==> src/rtl/uart_tx_frame.sv <==
// rtl/uart_tx_frame.sv - UART transmit framer: start, data LSB first, optional parity, stop.
// Outputs are registered from the next-state decode, so the start bit leaves on the accepting edge.
module uart_tx_frame #(
  parameter int data_width = 8
) (
  input  logic                  clk_TX,
  input  logic                  rst,
  input  logic [data_width-1:0] P_DATA,
  input  logic                  Data_Valid,
  input  logic                  PAR_EN,
  input  logic                  PAR_TYP,
  output logic                  TX_OUT,
  output logic                  Busy
);

  localparam int CNT_W = (data_width > 1) ? $clog2(data_width) : 1;
  localparam logic [CNT_W-1:0] CNT_LAST = CNT_W'(data_width - 1);

  typedef enum logic [2:0] {
    IDLE   = 3'd0,
    START  = 3'd1,
    DATA   = 3'd2,
    PARITY = 3'd3,
    STOP   = 3'd4
  } state_t;

  state_t                  state_q, state_d;
  logic [CNT_W-1:0]        cnt_q, cnt_d;
  logic [data_width-1:0]   data_q, data_d;
  logic                    par_en_q, par_en_d;
  logic                    par_bit_q, par_bit_d;
  logic                    tx_q, tx_d;
  logic                    busy_q, busy_d;

  always_ff @(posedge clk_TX or negedge rst) begin
    if (!rst) begin
      state_q   <= IDLE;
      cnt_q     <= '0;
      data_q    <= '0;
      par_en_q  <= 1'b0;
      par_bit_q <= 1'b0;
      tx_q      <= 1'b1;
      busy_q    <= 1'b0;
    end else begin
      state_q   <= state_d;
      cnt_q     <= cnt_d;
      data_q    <= data_d;
      par_en_q  <= par_en_d;
      par_bit_q <= par_bit_d;
      tx_q      <= tx_d;
      busy_q    <= busy_d;
    end
  end

  always_comb begin
    state_d   = state_q;
    cnt_d     = cnt_q;
    data_d    = data_q;
    par_en_d  = par_en_q;
    par_bit_d = par_bit_q;
    tx_d      = 1'b1;
    busy_d    = 1'b1;
    case (state_q)
      IDLE: begin
        busy_d = 1'b0;
        if (Data_Valid) begin
          data_d    = P_DATA;
          par_en_d  = PAR_EN;
          par_bit_d = (^P_DATA) ^ PAR_TYP;
          state_d   = START;
          tx_d      = 1'b0;
          busy_d    = 1'b1;
        end
      end
      START: begin
        state_d = DATA;
        cnt_d   = '0;
        tx_d    = data_q[0];
      end
      DATA: begin
        if (cnt_q == CNT_LAST) begin
          if (par_en_q) begin
            state_d = PARITY;
            tx_d    = par_bit_q;
          end else begin
            state_d = STOP;
          end
        end else begin
          cnt_d = cnt_q + 1'b1;
          tx_d  = data_q[cnt_d];
        end
      end
      PARITY: begin
        state_d = STOP;
      end
      STOP: begin
        // Busy drops together with the line returning to idle.
        state_d = IDLE;
        busy_d  = 1'b0;
      end
      default: begin
        state_d = IDLE;
        busy_d  = 1'b0;
      end
    endcase
  end

  assign TX_OUT = tx_q;
  assign Busy   = busy_q;

endmodule
==> config.mk <==
export PLATFORM = sky130hd
export DESIGN_NAME = uart_tx_frame
export DESIGN_NICKNAME = d
export VERILOG_FILES = /design/src/rtl/uart_tx_frame.sv
export SDC_FILE = /design/constraint.sdc
export NUM_CORES = 1
export LEC_CHECK = 0
export BUFFER_PORTS_ARGS = -buffer_cell sky130_fd_sc_hd__buf_2
export CORE_ASPECT_RATIO = 0.7
export CORE_UTILIZATION = 33
export CTS_BUF_LIST = sky130_fd_sc_hd__clkbuf_16
export DETAILED_ROUTE_END_ITERATION = 6
export GPL_TIMING_DRIVEN = 0
export SYNTH_ARGS = -nofsm -noshare
export SYNTH_HDL_FRONTEND = slang
export SYNTH_SLANG_ARGS = --single-unit
==> constraint.sdc <==
create_clock -name clk_TX -period 2.6 [get_ports clk_TX]
set_input_delay 0.52 -clock clk_TX [delete_from_list [all_inputs] [get_ports clk_TX]]
set_output_delay 0.52 -clock clk_TX [all_outputs]
set_load 0.01 [all_outputs]
After elaboration in Yosys (flattened, before gate mapping)
Index checks and enable logic that the tools add are counted.

Register bits: 18. Output and inout port bits: 2. Logic and storage cells: 38. Input port bits: 13.

Order comparisons: 1. Bitwise gates (word level): 1. Equality and inequality tests: 7. Reductions and logical operators: 7. Multiplexer cells: 14. Add/subtract/negate cells: 1.

Operators by type and width (number): 2-to-1 mux 3 bit (4); case mux 3 bit (4 select lines) (1); XOR reduction 8 bit (1); == test 3 x 2 -> 1 bit (second input constant) (2); != test 2 bit (second input constant) (3); case mux 3 bit (2 select lines) (1); AND reduction 2 bit (3); 2-to-1 mux 1 bit (5); < comparator 3 x 4 -> 1 bit (second input constant) (1); adder 3 x 1 -> 3 bit (second input constant) (1); binary-select mux 1 bit (select 3 bit) (1); == test 3 x 1 -> 1 bit (second input constant) (1); == test 3 bit (second input constant) (1); zero test 3 bit (1); case mux 1 bit (3 select lines) (1); OR reduction 3 bit (1); case mux 1 bit (2 select lines) (1); nonzero test 2 bit (1); bitwise XOR 1 bit (1).

Logic depth before layout (Yosys ltp)
Word-level depth: 5. Depth in mapped cells: 5. Depth with buffers taken out: 5.

Worst setup path after synthesis
OpenSTA, ideal clock, no wires.

Kind: input-to-reg. Start point: input port P_DATA[2]. End point: register par_bit_q. Cell stages on the path: 4. Data required time: 2.475 ns. Buffers on the path: 0. Data arrival time: 1.425 ns. Setup time: 0.125 ns. Slack: 1.050 ns. Cell sequence: xnor2_1 xnor3_1 xnor2_1 mux2_2.

Word-level cells in the longest chain between the ends: 2.

Ends and longest elaborated chain: from (decl) (RTL line 8) `input logic [data_width-1:0] P_DATA,`; XOR reduction 8 bit (RTL line 69) `par_bit_d = (^P_DATA) ^ PAR_TYP;`; bitwise XOR 1 bit (RTL line 69); to (signal assigned) (RTL line 49) `par_bit_q <= par_bit_d;`; to (decl) (RTL line 31) `logic par_bit_q, par_bit_d;`.

Every way passes these cells. A chain may end at the register's enable or synchronous reset.

Worst setup path in the final report
Start point: register cnt_q[0]. End point: register tx_q, in the netlist TX_OUT.

Word-level cells in the longest chain between the ends: 5. Elaborated cells between the ends (all ways): 6. Those cells by class: 1 x add/sub; 1 x eq/ne; 4 x mux.

Ends and longest elaborated chain: from (decl) (RTL line 28) `logic [CNT_W-1:0] cnt_q, cnt_d;`; from (signal assigned) (RTL line 46) `cnt_q <= cnt_d;`; adder 3 x 1 -> 3 bit (RTL line 89) `cnt_d = cnt_q + 1'b1;`; binary-select mux 1 bit (select 3 bit) (RTL line 90) `tx_d = data_q[cnt_d];`; 2-to-1 mux 1 bit (not written as such) (RTL line 90); 2-to-1 mux 1 bit * (RTL line 81) `if (cnt_q == CNT_LAST) begin`; case mux 1 bit (3 select lines) * (RTL line 63) `case (state_q)`; via tx_d (RTL line 32) `logic tx_q, tx_d;`; to (signal assigned) (RTL line 50) `tx_q <= tx_d;`; to (decl) (RTL line 32).

The timed path passes the listed nets; every way through them passes the cells marked *. The select of a mux whose other input is x is not followed.

==> metrics.txt <==
status complete, no violations; clk_skew 1.876 ps; Netlist Area Pre-Place 932.1 um^2; DP HPWL 1285 um; Setup TNS 0 ps; Final Total Pwr 0.001377 W; Fin. Hold Viols 0; Clock Pin Slew Worst Setup and Hold Paths 50 ps; pwr dens 1225 nW/um^2; Clock Tree Buf Depth 2; htree depth 1; Routability Congestion 0.7440; CP arrival 1840 ps; Worst Hold Slack 195.6 ps; sequential fraction of the synthesis area 48.46%; fmax 599.6 MHz; Synth area leader dfrtp_1; initial antenna violation count 0; Crit path max-delay family flip-flops; most common cell after layout, fill and taps aside dfrtp_1; FILL cells 239; Nets 107; Req. time, crit path 2770 ps; ANT nets after route 0; Hold Path Class input port to asynchronous set/reset pin; post-synthesis cell type count 31; IO buf count 14; Synth top area share 45.64%; ratio of cells with drive above 1 in the final layout 37.36%; post-DR wirelength/cell 13.88 um; die area 3045 um^2; commonest cells after routing, fill and taps aside 17 x dfrtp_1, 15 x buf_2, 10 x mux2_2; chip width 65.53 um; post-CTS setup buffer count 0; Critical Path Sink Type register; later-pin clock latency in the skew report 250 ps; RSZ-0062 raised after global routing no; DRT Pass-1 Iters 2; Slew headroom 71.33%; Core Rows 15; total gr overflow 0; Root Buffer Master clkbuf_16; leading post-synthesis cells by cell area dfrtp_1 46%, mux2_2 12%, xnor2_1 4.7%; CP bufs+invs 0; drt drc 0; area taken by multi-input logic gates 456.7 um^2; Synth async-reset ratio 100.0%; FF+latch area 451.7 um^2; CTS tree yes; Post-synth EDFFs 0; area post-placement 1045 um^2; Cells after Synth 73; Max Cap Viol 0; crit path max fanout 5; Post-synth top flop dfrtp_1; Inserted Clock Buffers 3; r2r setup slk 930 ps; die height 46.47 um; leakage 0.4929 nW; crit path cell chain ha_1 > mux4_2 > nor2b_1 > a211oi_1 > o21ai_1; fin area 1124 um^2; Avg Inst Size Synth 12.77 um^2; min Tclk post-route 1668 ps; Tcrit/Tclk final 64.15%; Worst-Margin Slew 430.0 ps; fin. max-slew vios 0; Peak supply drop 0.0003394 V; Setup crit start kind register; post-synth net total 88; I/O pin count 15; P&R area growth vs syn 20.54%; final setup vio count 0; initial core utilization 36.25%; aggregate global-route resource usage 14.20%; max incr delay on CP 460 ps; vias per inst 4.936; vias in the first global route 607; first-pass GRT wire length 2953 um; CP Class register to register; hold bufs inserted after CTS 0; DR vias 617; final WL 1735 um; pin count of the biggest net entering global routing 19; ant diodes 0; Synth warnings 0; CTS resizes 0; number of synthesized register bits 18; CORE AREA 2571 um^2; Num Clock Sinks 18; Crit-path slowest cell dfrtp_1; initial DRC count 17
## through the flow
step | setup WS, ps | std cells | util [%]
2_1_floorplan | 1050 | 73 | -
3_3_place_gp | 816.7 | 121 | 40.63
5_1_grt | 802.4 | 125 | 43.70
6_report | 932.2 | 125 | 43.70
3_5_place_dp | 804.5 | 121 | 40.63
4_1_cts | 907.5 | 125 | 43.70
## power by group
part	switching (W)	leakage, nW	internal, W	total [W]
combinational	0.000239	0.238	0.000319	0.000557
clock	0.000103	0.0385	0.000204	0.000308
sequential	0.0000914	0.216	0.000420	0.000512
## layout make-up
type | count | share of cell area [%]
Timing Repair Buffer | 14 | 6.236
Clock inverter | 1 | 0.3341
Clock buffer | 3 | 6.682
Inverter | 1 | 0.3341
Tap cell | 34 | 3.786
Buffer | 4 | 1.782
Sequential cell | 18 | 40.20
Multi-Input combinational cell | 50 | 40.65
## routing by layer
metal | share of wire (%) | global-route usage [%] | wire, um
met1 | 49 | 17.72 | 858
met2 | 44 | 22.06 | 772
met3 | 5.6 | 6.188 | 97
met4 | 0.40 | 5.217 | 7
met5 | 0 | 0 | 0
## kinds of logic after synthesis
group,count (synthesis),share of synthesized area (%)
buffers and inverters,5,2.549
DFF,18,48.46
adders and majority gates,2,2.684
and+or+nand+nor,14,8.993
muxes,13,18.39
xor gates and xnor gates,7,8.053
AOI/OAI and AO/OA,14,10.87
## cells in the mapped netlist (2+ instances only)
| library cell | instances |
|---|---|
| a21oi_1 | 2 |
| a22o_1 | 4 |
| dfrtp_1 | 17 |
| ha_1 | 2 |
| mux2_2 | 10 |
| nand2_1 | 2 |
| nor2_1 | 3 |
| nor2b_1 | 3 |
| nor3_1 | 3 |
| o21bai_1 | 2 |
| xnor2_1 | 5 |
## path summary, 6_finish.rpt
check | end | start | depth (start not counted)
worst max-delay path | TX_OUT | cnt_q[0] | 5
worst min-delay path | cnt_q[2] | rst | 1
worst max register to register | TX_OUT | cnt_q[0] | 5
worst min register to register | data_q[5] | data_q[5] | 1
max in group asynchronous | TX_OUT | rst | 1
min in group clk_TX | par_en_q | PAR_EN | 3
## sequential cells by signal (all words and copies together), names as in the netlist
name,flops
state_q,3
par_bit_q,1
cnt_q,3
par_en_q,1
Busy,1
data_q,8
TX_OUT,1
(Power assumes the default switching activity.)
